==> config.mk <==
export PLATFORM = sky130hd
export DESIGN_NAME = seven_segment_mux
export DESIGN_NICKNAME = d
export VERILOG_FILES = /design/src/rtl/seven_segment_mux.sv
export SDC_FILE = /design/constraint.sdc
export NUM_CORES = 1
export LEC_CHECK = 0
export BUFFER_PORTS_ARGS = -buffer_cell sky130_fd_sc_hd__buf_2
export CAP_MARGIN = 20
export CORE_ASPECT_RATIO = 0.7
export CORE_MARGIN = 4
export CORE_UTILIZATION = 55
export DETAILED_ROUTE_END_ITERATION = 16
export PLACE_DENSITY = 0.79
export SYNTH_ARGS = -nofsm -noshare
export SYNTH_HDL_FRONTEND = slang
export SYNTH_SLANG_ARGS = --single-unit
==> constraint.sdc <==
create_clock -name clk -period 2.5 [get_ports clk]
set_input_delay 0 -clock clk [delete_from_list [all_inputs] [get_ports clk]]
set_output_delay 0 -clock clk [all_outputs]
set_load 0.05 [all_outputs]
==> src/rtl/seven_segment_mux.sv <==
// Time-multiplexed driver for a common-anode N-digit 7-segment display.
// Per-digit decimal point, blanking and PWM brightness; display data is held in a
// shadow register that only updates on a frame boundary, so a frame never mixes
// old and new digits.
// Optional feature: define SEVSEG_BLINK_EN to enable per-digit blinking driven by
// blink_mask. Without it, blink_mask is accepted and ignored.
module seven_segment_mux #(
  parameter int unsigned DIGITS       = 4,
  parameter int unsigned REFRESH_DIV  = 100000,
  parameter int unsigned BRIGHT_BITS  = 3,
  parameter int unsigned BLINK_FRAMES = 64
) (
  input  logic                   clk,
  input  logic                   reset,
  input  logic [4*DIGITS-1:0]    number,
  input  logic [DIGITS-1:0]      dp_in,
  input  logic [DIGITS-1:0]      blank,
  input  logic                   load,
  input  logic [BRIGHT_BITS-1:0] brightness,
  input  logic [DIGITS-1:0]      blink_mask,
  output logic [DIGITS-1:0]      anode,
  output logic [6:0]             segment,
  output logic                   dp,
  output logic                   frame_tick
);

  localparam int unsigned IW = (DIGITS > 1) ? $clog2(DIGITS) : 1;
  // The prescaler is kept as {subslot, count-within-subslot}; the subslot then falls
  // out directly instead of needing a divider on a flat counter.
  localparam int unsigned SUB = REFRESH_DIV >> BRIGHT_BITS;
  localparam int unsigned SW  = (SUB > 1) ? $clog2(SUB) : 1;

  localparam logic [IW-1:0] LastIdx = IW'(DIGITS - 1);
  localparam logic [SW-1:0] LastSub = SW'(SUB - 1);

  // Prescaler, digit index and load bookkeeping
  logic [SW-1:0]          sub_cnt_q, sub_cnt_d;
  logic [BRIGHT_BITS-1:0] subslot_q, subslot_d;
  logic [IW-1:0]          idx_q, idx_d;
  logic                   load_pending_q, load_pending_d;

  // Shadow copy of the display data
  logic [4*DIGITS-1:0]    shadow_num_q, shadow_num_d;
  logic [DIGITS-1:0]      shadow_dp_q, shadow_dp_d;
  logic [DIGITS-1:0]      shadow_blank_q, shadow_blank_d;

  // Registered pin drivers
  logic [DIGITS-1:0]      anode_q, anode_d;
  logic [6:0]             segment_q, segment_d;
  logic                   dp_q, dp_d;
  logic                   frame_tick_q, frame_tick_d;

  logic                   sub_wrap;
  logic                   slot_end;
  logic                   frame_end;
  logic                   capture;
  logic [DIGITS-1:0]      blink_hide;

  logic [3:0]             sel_nib;
  logic                   sel_dp;
  logic                   sel_dark;
  logic                   lit;

  assign sub_wrap  = (sub_cnt_q == LastSub);
  assign slot_end  = sub_wrap && (subslot_q == '1);
  assign frame_end = slot_end && (idx_q == LastIdx);
  // A load arriving in the boundary cycle itself is taken in that boundary.
  assign capture   = frame_end && (load_pending_q || load);

  // Hex nibble to active-low {g,f,e,d,c,b,a}
  function automatic logic [6:0] decode(input logic [3:0] v);
    logic [6:0] s;
    unique case (v)
      4'h0: s = 7'h40;
      4'h1: s = 7'h79;
      4'h2: s = 7'h24;
      4'h3: s = 7'h30;
      4'h4: s = 7'h19;
      4'h5: s = 7'h12;
      4'h6: s = 7'h02;
      4'h7: s = 7'h78;
      4'h8: s = 7'h00;
      4'h9: s = 7'h10;
      4'hA: s = 7'h08;
      4'hB: s = 7'h03;
      4'hC: s = 7'h46;
      4'hD: s = 7'h21;
      4'hE: s = 7'h06;
      4'hF: s = 7'h0E;
      default: s = 7'h7F;
    endcase
    return s;
  endfunction

`ifdef SEVSEG_BLINK_EN
  localparam int unsigned FW = (BLINK_FRAMES > 1) ? $clog2(BLINK_FRAMES) : 1;
  localparam logic [FW-1:0] LastFrame = FW'(BLINK_FRAMES - 1);

  logic [FW-1:0] frame_cnt_q, frame_cnt_d;
  logic          blink_phase_q, blink_phase_d;

  // Frame counter advances with each frame boundary; phase flips on its wrap
  always_comb begin
    frame_cnt_d   = frame_cnt_q;
    blink_phase_d = blink_phase_q;
    if (frame_end) begin
      if (frame_cnt_q == LastFrame) begin
        frame_cnt_d   = '0;
        blink_phase_d = ~blink_phase_q;
      end else begin
        frame_cnt_d = frame_cnt_q + 1'b1;
      end
    end
  end

  // Blink state registers; phase 0 (visible) out of reset
  always_ff @(posedge clk) begin
    if (reset) begin
      frame_cnt_q   <= '0;
      blink_phase_q <= 1'b0;
    end else begin
      frame_cnt_q   <= frame_cnt_d;
      blink_phase_q <= blink_phase_d;
    end
  end

  // blink_mask is used live, not through the shadow register
  assign blink_hide = blink_phase_q ? blink_mask : '0;
`else
  logic unused_blink;
  assign unused_blink = ^{blink_mask, BLINK_FRAMES[0]};
  assign blink_hide   = '0;
`endif

  // Prescaler, digit index, load_pending and shadow next-state
  always_comb begin
    sub_cnt_d      = sub_wrap ? '0 : sub_cnt_q + 1'b1;
    subslot_d      = sub_wrap ? subslot_q + 1'b1 : subslot_q;
    idx_d          = idx_q;
    if (slot_end) begin
      idx_d = (idx_q == LastIdx) ? '0 : idx_q + 1'b1;
    end
    load_pending_d = capture ? 1'b0 : (load_pending_q || load);
    shadow_num_d   = shadow_num_q;
    shadow_dp_d    = shadow_dp_q;
    shadow_blank_d = shadow_blank_q;
    if (capture) begin
      shadow_num_d   = number;
      shadow_dp_d    = dp_in;
      shadow_blank_d = blank;
    end
  end

  // Pick the current digit's shadow data
  always_comb begin
    sel_nib  = '0;
    sel_dp   = 1'b0;
    sel_dark = 1'b0;
    for (int unsigned i = 0; i < DIGITS; i++) begin
      if (idx_q == IW'(i)) begin
        sel_nib  = shadow_num_q[4*i +: 4];
        sel_dp   = shadow_dp_q[i];
        sel_dark = shadow_blank_q[i] || blink_hide[i];
      end
    end
  end

  assign lit = (subslot_q <= brightness) && !sel_dark;

  // Pin next-state; when dark everything is released to avoid ghosting
  always_comb begin
    for (int unsigned i = 0; i < DIGITS; i++) begin
      anode_d[i] = !(lit && (idx_q == IW'(i)));
    end
    segment_d    = lit ? decode(sel_nib) : 7'h7F;
    dp_d         = lit ? ~sel_dp : 1'b1;
    frame_tick_d = frame_end;
  end

  // All state, synchronous active-high reset
  always_ff @(posedge clk) begin
    if (reset) begin
      sub_cnt_q      <= '0;
      subslot_q      <= '0;
      idx_q          <= '0;
      load_pending_q <= 1'b0;
      shadow_num_q   <= '0;
      shadow_dp_q    <= '0;
      shadow_blank_q <= '0;
      anode_q        <= '1;
      segment_q      <= 7'h7F;
      dp_q           <= 1'b1;
      frame_tick_q   <= 1'b0;
    end else begin
      sub_cnt_q      <= sub_cnt_d;
      subslot_q      <= subslot_d;
      idx_q          <= idx_d;
      load_pending_q <= load_pending_d;
      shadow_num_q   <= shadow_num_d;
      shadow_dp_q    <= shadow_dp_d;
      shadow_blank_q <= shadow_blank_d;
      anode_q        <= anode_d;
      segment_q      <= segment_d;
      dp_q           <= dp_d;
      frame_tick_q   <= frame_tick_d;
    end
  end

  assign anode      = anode_q;
  assign segment    = segment_q;
  assign dp         = dp_q;
  assign frame_tick = frame_tick_q;

endmodule

Yosys cells after proc, flatten, opt, wreduce, memory -nomap -nowiden:

Memory sizes are Yosys's and may differ from the RTL's. A register that Yosys moved wholly into a read port is not among the register bits.
Index checks and enable logic that the tools add are counted.

* multiplexer cells: 13
* reduce and logical (&&, ||, !) cells: 18
* bitwise gates (word level): 2
* equality and inequality tests: 5
* order comparisons: 1
* add/sub/neg operators: 3

Operator list (count)
* $mux 4: 4
* $add 14x1->14 const B: 1
* $eq 14x14->1 const B: 1
* $logic_and 1x1->1: 8
* $mux 1: 8
* $reduce_or 2->1: 3
* $logic_not 1->1: 5
* $eq 2x2->1 const B: 2
* $add 3x1->3 const B: 1
* $eq 3x3->1 const B: 1
* $le 3x3->1: 1
* $add 2x1->2 const B: 1
* $eq 2x1->1 const B: 1
* $logic_not 2->1: 1
* $mux 2: 1
* $not 1->1: 2
* $logic_or 1x1->1: 1

* output and inout port bits: 13
* memories kept: 1
* word-level logic and storage cells: 53
* memory bits (read-only): 112
* input bits: 34
* flip-flop bits (word level): 50

Memory list
* (no name shown): depth 16, width 7, rd ports 1, clocked after Yosys merged registers in 1, wr ports 0, line 73 `unique case (v)`

Longest topological paths before layout:

Gate-level depths: netlist of the first run.

* depth in word-level cells: 9
* mapped depth: 12
* mapped depth without buffers: 11

Worst setup path after synthesis of the first run:

Ideal clock, no wire load.

* path type: reg2reg
* from: reg idx_q[0]
* to: reg segment_q[3] (netlist: segment[3])
* path slack: 0.395 ns
* setup time: 0.129 ns
* arrival time: 1.976 ns
* cell stages (with the launch flop): 12
* period minus slack after synthesis: 2.105 ns
* required time: 2.371 ns
* buffers on the path: 1
* cell sequence: dfxtp_1 > inv_1 > ha_1 > clkbuf_1 > nor2_1 > o211ai_1 > nand2_1 > inv_1 > ha_1 > mux2_2 > mux2i_1 > nand2_1

* word-level cells in the longest chain between the ends: 9
* elaborated cells between the ends (all ways): 16
* those cells by class: eq/ne: 3; mux: 8; bitwise: 1; reduce/logical: 4

RTL lines
* start, declared: line 39 `logic [IW-1:0] idx_q, idx_d;`
* start signal, assigned: line 197 `idx_q <= idx_d;`
* $logic_not 2->1: line 160 `if (idx_q == IW'(i)) begin`
* $mux 1 (4 in a row): line 160
* $logic_not 1->1: line 168 `assign lit = (subslot_q <= brightness) && !sel_dark;`
* $logic_and 1x1->1: line 168
* $not 1->1 (no line)
* $reduce_or 2->1 (no line)
* end, declared: line 49 `logic [6:0] segment_q, segment_d;`

Parallel ways exist; a longest one is shown, timed or not.
A chain may end at the register's enable or synchronous reset.

Worst setup path in the final report of the first run:

* from: reg idx_q[1]
* to: reg segment_q[0] (netlist: segment[0])

Same word-level chain as after synthesis.

==> results.cfg, run 1 <==
[pwr]
worst_vdd_drop_v = 0.0004188
p_per_area_nw_per_um2 = 556.9
leakage_nw = 1.371
total_power_mw = 1.851

[clocking]
cts_setup_buffers = 0
cts-root-to-sink-buffers = 2
worstSkewPairLatency_ps = 340
cts_inserted_buffers = 9
numClockSinks = 57
cts.reportedPaths.clkPinSlew_ps = 60
ctsHtreeMaxLevel = 3
clock-root-buffer = sky130_fd_sc_hd__clkbuf_8
cts_tree = done

[final_layout]
layout.nets = 404
layout-drive-gt1-share_pct = 19.55
final_cell_count_no_fill = 413
n_diodes = 0
syn2layout_area_growth_pct = 26.10

[routing]
route.detailed.drc = 0
antenna_violating_nets_post_route = 0
route.detailed.vias_per_inst = 5.099
wl_per_cell_um = 13.67
routed_wirelength_um = 5647
dr.pass1.iters = 4
via_count = 2106
first_iter_violations = 118

[synth]
synth_largest_area_cell = sky130_fd_sc_hd__dfxtp_1
ys_seq_area_share_pct = 43.28
yosys_most_used_dff = sky130_fd_sc_hd__dfxtp_1
synth_nets = 335
synthDistinctLibCells = 40
synthesis.area_per_instance_um2 = 9.250
async_flop_share_pct = 0
synth_area_um2 = 2636
synth_seq_cells = 57
synth_area_leaders = sky130_fd_sc_hd__dfxtp_1 (43%), sky130_fd_sc_hd__mux2i_1 (11%), sky130_fd_sc_hd__ha_1 (7.6%)
synth-warning-count = 0
yosysTopAreaCellShare_pct = 43.28
netlist_instances = 285
synth_enable_flop_cells = 0

[hold_path]
worstHoldStart = load
hold-path-endpoint = load_pending_q$_SDFF_PP0_
worst_hold_path.num_cells = 3
min_path_type = primary input to flop

[place]
finalWeightedCongestion = 0.7868
dp_slack_ps = 127.9
numPortBuffers = 42
placed_cells = 374
dp_hpwl_um = 3760

[setup_path]
critical_path.n_buffers_inverters = 2
critPathRequiredTime_ps = 2710
critical_path.max_fanout = 13
cp_data_arrival_time_ps = 2510
path_class = flop to flop
cp_top_family = compound AO/OA/AOI/OAI gates
worstPathCellList = inv_1, ha_1, nand3b_1, a311oi_1, buf_4, nand2b_1, and3_1, o21ai_1
r2r.worst_path.cells = 8
critical_path.max_stage_delay_ps = 540
regToRegStartpoint = idx_q[1]$_SDFFE_PP0N_
worstSetupEndpointType = flop
start_kind = flop
critical_path.reg2reg.endpoint = segment[0]$_SDFF_PP1_
critical-path-slowest-cell = sky130_fd_sc_hd__a311oi_1
reg2reg_slack_ps = 190

[sta]
worst_slew_margin_rel_pct = 58.95
unrepaired_setup_endpoints_after_global_routing = no
slew_violations = 0
fmaxAchievable_mhz = 433.7
period_share_pct = 92.23
setup_viol_count_final = 0
worst_slack_ps = 194.3
fin_skew_ps = 7.663
timing.final.hold_violations = 0
post-route-min-period_ps = 2306
worst_slew_pin_slew_ps = 600.3
setup-tns-final_ps = 0

[grt]
first_global_vias = 2136
antenna_found_initial = 0
grt_first_pass_wirelength_um = 9915
grt_util_all_layers_pct = 21.14
grt_max_degree = 35
global_route.overflow_total = 0

[run]
cap_violations = 0

[run_status]
result_of_the_run = complete, no violations

[die]
initial_utilization_pct = 58.85
dieHeight_um = 65.93
die_width_um = 90.75
floorplan.rows = 20
boundaryPins = 47
design.die.area_um2 = 5983
core_um2 = 4479
[per-layer routing]
layer | wire length, um | GRT usage (%)
met1 | 2807 | 27.43
met2 | 2495 | 32.78
met4 | 98 | 9.160
met5 | 0 | 0
met3 | 245 | 6.371
[state kept, by name (all words and copies together) (netlist names)]
| register | flops |
|---|---|
| frame_tick | 1 |
| subslot_q | 3 |
| idx_q | 2 |
| segment | 7 |
| shadow_num_q | 16 |
| shadow_blank_q | 4 |
| load_pending_q | 1 |
| sub_cnt_q | 14 |
| anode | 4 |
| dp | 1 |
| shadow_dp_q | 4 |
[cells in the final DEF, fill, tap and decap left out, drive strengths merged, types with 4 or more instances in the layout]
cell | Yosys | final
nand3 | 4 | 4
xor2 | 6 | 6
buf | 4 | 47
nor2b | 6 | 6
o211ai | 4 | 4
nor2 | 53 | 53
nor3 | 4 | 4
nand2 | 26 | 26
dfxtp | 57 | 57
mux2i | 30 | 30
clkbuf | 9 | 12
o21ai | 7 | 7
ha | 16 | 16
inv | 13 | 13
dlygate4sd3 | 0 | 24
xnor2 | 7 | 7
nand4 | 5 | 5
a21oi | 4 | 4
[metrics by stage]
step,hold WS [ps],utilization (%),instance area [um2]
after floorplan,146.9,-,2636
after detailed placement,242.9,64.72,2899
final,14.59,74.22,3324
after global routing,57.17,74.22,3324
after CTS,15.98,74.11,3319
after global placement,233.4,64.72,2899
[final cells by class]
cell class | instances | area (um2)
Clock buffer | 12 | 165.2
Clock inverter | 3 | 15.01
Fill cell | 327 | 1155
Inverter | 13 | 48.80
Multi-Input combinational cell | 202 | 1385
Sequential cell | 57 | 1141
Tap cell | 55 | 68.82
Timing Repair Buffer | 71 | 500.5
[worst min-delay path, stage by stage]
cell and delay, ps:
sky130_fd_sc_hd__buf_2 80, sky130_fd_sc_hd__nor2_1 70, sky130_fd_sc_hd__nor3_1 150
[synth_stat cells, types with 2 or more instances]
master	count
sky130_fd_sc_hd__nor3_1	3
sky130_fd_sc_hd__a311oi_1	2
sky130_fd_sc_hd__inv_1	13
sky130_fd_sc_hd__a21oi_1	4
sky130_fd_sc_hd__mux2i_1	30
sky130_fd_sc_hd__and3_1	3
sky130_fd_sc_hd__nand2b_1	3
sky130_fd_sc_hd__nor3b_1	3
sky130_fd_sc_hd__nand3_1	4
sky130_fd_sc_hd__clkbuf_1	9
sky130_fd_sc_hd__a2111oi_0	2
sky130_fd_sc_hd__nor2_1	53
sky130_fd_sc_hd__o21ai_0	5
sky130_fd_sc_hd__buf_6	2
sky130_fd_sc_hd__xnor2_1	7
sky130_fd_sc_hd__nand2_1	26
sky130_fd_sc_hd__nand3b_1	3
sky130_fd_sc_hd__nor2b_1	6
sky130_fd_sc_hd__buf_2	2
sky130_fd_sc_hd__o211ai_1	4
sky130_fd_sc_hd__dfxtp_1	57
sky130_fd_sc_hd__ha_1	16
sky130_fd_sc_hd__nand4_1	4
sky130_fd_sc_hd__mux2_2	2
sky130_fd_sc_hd__o21ai_1	2
sky130_fd_sc_hd__xor2_1	6
[how the worst max path moves through the flow]
stage,cells past startpoint,from,end,slack (ps)
floorplan,11,idx_q[0]$_SDFFE_PP0N_,segment[3]$_SDFF_PP1_,400
global placement,10,idx_q[0]$_SDFFE_PP0N_,segment[3]$_SDFF_PP1_,260
detailed placement,10,idx_q[0]$_SDFFE_PP0N_,segment[3]$_SDFF_PP1_,130
CTS,10,idx_q[0]$_SDFFE_PP0N_,segment[3]$_SDFF_PP1_,120
global route,8,idx_q[1]$_SDFFE_PP0N_,segment[0]$_SDFF_PP1_,30
finish,8,idx_q[1]$_SDFFE_PP0N_,segment[0]$_SDFF_PP1_,190
[power breakdown]
part           internal (mW)  switching [mW]  total [mW]
clock                  0.429           0.351       0.780
sequential             0.924         0.00629       0.930
combinational         0.0599          0.0808       0.141
[cell families after synthesis]
logic type	count (synthesis)	synth area share (%)
multiplexers	32	12.24
XOR/XNOR	13	4.319
AND/OR/NAND/NOR	116	21.83
AO/OA/AOI/OAI	25	6.360
adder cells (fa/ha/maj)	16	7.594
buffers and inverters	26	4.366
flip-flops	57	43.28
[repair_timing]
item                                    CTS  global route
endpoints found under the setup margin    0             2
hold buffers                             24             0
hold endpoints to repair                 24             0
resized for setup                         0             2
(Power assumes the default switching activity.)
==> run 2: changes to the inputs <==
- ABC_AREA: default -> 1
- CORE_UTILIZATION: 55 -> 56
==> run 2 against run 1 <==
  * Core utilization is 1.1 points lower
  * Clock power is 4.0% higher
  * Die area is 7.4% higher
  * Critical path depth is 5 higher
  * Global-route usage is 1.3 points higher
  * First-iteration DRC count is 28% higher
  * Clock-buffer cell count is 2 higher
  * Combinational power is 9% higher
  * Via count is 32% higher
  * Highest routed layer unchanged
  * Critical endpoint unchanged
  * Clock skew is 1.5 ps lower
==> results.cfg, run 2 <==
[setup_path]
worstPathCellList = inv_1, ha_1, inv_1, nand2_1, nand3_1, nand2_1, nand2_1, inv_1, ha_1, nand3_1, nor2_1, nor2_1, nand3_1
critPathRequiredTime_ps = 2730
path_class = flop to flop
cp_data_arrival_time_ps = 2430
critical-path-slowest-cell = sky130_fd_sc_hd__dfxtp_1
critical_path.max_fanout = 7
start_kind = flop
critical_path.max_stage_delay_ps = 360
worstSetupEndpointType = flop
setup.worst_path.start = idx_q[1]$_SDFFE_PP0N_
critical_path.n_buffers_inverters = 3
cp_top_family = simple AND/OR/NAND/NOR gates
regToRegStartpoint = idx_q[1]$_SDFFE_PP0N_

[synth]
synth_largest_area_cell = sky130_fd_sc_hd__dfxtp_1
netlist_instances = 422
synth_seq_cells = 57
synth-warning-count = 0
synthesis.area_per_instance_um2 = 6.888
yosysTopAreaCellShare_pct = 39.26
synth_area_um2 = 2907
synth_enable_flop_cells = 0
synth_area_leaders = sky130_fd_sc_hd__dfxtp_1 (39%), sky130_fd_sc_hd__nand2_1 (12%), sky130_fd_sc_hd__nor2_1 (9.8%)
synthDistinctLibCells = 29
synth_nets = 472
synth_most_common_cell = sky130_fd_sc_hd__nand2_1
ys_seq_area_share_pct = 39.26
synth.top_cells.by_count = sky130_fd_sc_hd__nand2_1 (90), sky130_fd_sc_hd__nor2_1 (76), sky130_fd_sc_hd__dfxtp_1 (57)
async_flop_share_pct = 0
yosys_most_used_dff = sky130_fd_sc_hd__dfxtp_1

[routing]
wl_per_cell_um = 11.40
route.detailed.vias_per_inst = 4.948
routed_wirelength_um = 6405
top_layer_used = met4
route.detailed.drc = 0
via_count = 2781
met2_length_um = 2790
wl_met3_um = 401
met1Wirelength_um = 3116
antenna_violating_nets_post_route = 0
first_iter_violations = 151
dr.pass1.iters = 5

[pwr]
leakage_nw = 1.672
worst_vdd_drop_v = 0.0003310
p_per_area_nw_per_um2 = 528.5

[place]
placed_cells = 524
postPlaceCellArea_um2 = 3158
dp_hpwl_um = 4497
finalWeightedCongestion = 0.9134
numPortBuffers = 42

[sta]
timing.final.hold_violations = 0
setup-tns-final_ps = 0
unrepaired_setup_endpoints_after_global_routing = no
worst_slew_margin_rel_pct = 67.45
period_share_pct = 88.13
post-route-min-period_ps = 2203
setup_viol_count_final = 0
fin_skew_ps = 6.172
fmaxAchievable_mhz = 453.9
worst_slew_pin_slew_ps = 487.1
slew_violations = 0

[clocking]
cts_inserted_buffers = 9
numClockSinks = 57
cts_tree = done
cts.reportedPaths.clkPinSlew_ps = 60
ctsHtreeMaxLevel = 3
clock-root-buffer = sky130_fd_sc_hd__clkbuf_8
cts-root-to-sink-buffers = 2
worstSkewPairLatency_ps = 340

[grt]
grt_util_all_layers_pct = 22.46
grt_max_degree = 31
grt_first_pass_wirelength_um = 11120
first_global_vias = 2517
antenna_found_initial = 0
global_route.overflow_total = 0

[die]
boundaryPins = 47
die_width_um = 94.11
dieHeight_um = 68.28
floorplan.rows = 21
core_um2 = 4887
design.die.area_um2 = 6425
initial_utilization_pct = 59.47

[hold_path]
min_path_type = primary input to flop
worstHoldStart = number[10]

[final_layout]
layout.nets = 538
final_cell_count_no_fill = 562
most-common-layout-cells = sky130_fd_sc_hd__nand2_1 (90), sky130_fd_sc_hd__nor2_1 (76), sky130_fd_sc_hd__dfxtp_1 (57)
registers.top_by_ff_count = shadow_num_q
layout-drive-gt1-share_pct = 15.82
commonest_non_fill_non_tap_cell_in_the_layout = sky130_fd_sc_hd__nand2_1
number_of_flip_flops_in_the_largest_register = 16
fin_area_um2 = 3575
syn2layout_area_growth_pct = 22.99
n_diodes = 0

[run_status]
result_of_the_run = complete, no violations

[run]
cap_violations = 0
run 2: changes by cell type in the layout (fill, tap and decap cells not counted), moves of 6 or more:
cell,change
sky130_fd_sc_hd__a21oi_1,+13
sky130_fd_sc_hd__inv_1,+40
sky130_fd_sc_hd__mux2i_1,-30
sky130_fd_sc_hd__nand2_1,+64
sky130_fd_sc_hd__nand3_1,+51
sky130_fd_sc_hd__nor2_1,+24
sky130_fd_sc_hd__nor2b_1,-6
sky130_fd_sc_hd__xnor2_1,-6
run 2: through the flow:
stage	setup WS [ps]	util, %	hold slack (ps)	power (mW)
3_5_place_dp	234.6	64.62	229.6	1.072
6_report	296.7	73.14	30.01	1.889
5_1_grt	139.9	73.14	59.29	1.966
4_1_cts	203.3	73.07	4.193	1.908
2_1_floorplan	570.3	-	72.38	1.029
3_3_place_gp	316.7	64.62	235.9	1.068
run 2: power breakdown:
part	total [mW]	internal (mW)	switching, mW
logic	0.153	0.0634	0.0897
clock network	0.811	0.464	0.346
registers	0.926	0.921	0.00425
total	1.89	1.45	0.440
run 2: layout make-up:
type / count / area [um2]
clock buffers: 14 / 182.7
clock inverters: 2 / 10.01
fillers: 404 / 1313
inverters: 58 / 217.7
multi-input cells: 295 / 1484
flip-flops and latches: 57 / 1141
well taps: 69 / 86.33
repair buffers: 67 / 452.9
run 2: routing by layer:
layer,track usage (%),up-vias
met5,0,-
met4,10.81,0
met3,6.923,14
met2,35.46,83
met1,28.22,1227
li1,-,1457
run 2: logic make-up after synthesis:
kind of cell | Yosys count | synth area share, %
adder cells (fa/ha/maj) | 16 | 6.888
AO/OA/AOI/OAI | 27 | 4.821
buffers and inverters | 70 | 9.814
flip-flops | 57 | 39.26
AND/OR/NAND/NOR | 248 | 38.01
XOR/XNOR | 4 | 1.206
run 2: tightest hold or removal path, stage by stage:
cell and delay, ps:
sky130_fd_sc_hd__buf_2 70, sky130_fd_sc_hd__inv_1 30, sky130_fd_sc_hd__nand3_1 90, sky130_fd_sc_hd__nand2_1 70, sky130_fd_sc_hd__nor2_1 70
run 2: what timing repair did:
item	in CTS	in global routing
endpoints found under the setup margin	0	3
endpoints found under the hold margin	23	0
resized for setup	0	2
buffers inserted	0	0
hold buffers	22	0
run 2: path summary, 6_finish.rpt:
kind,endpoint,slack (ps),cells after the start
max,segment[0]$_SDFF_PP1_,300,13
min,shadow_num_q[10]$_SDFFE_PP0P_,30,5
max reg2reg,segment[0]$_SDFF_PP1_,300,13
min reg2reg,sub_cnt_q[0]$_SDFF_PP0_,460,1
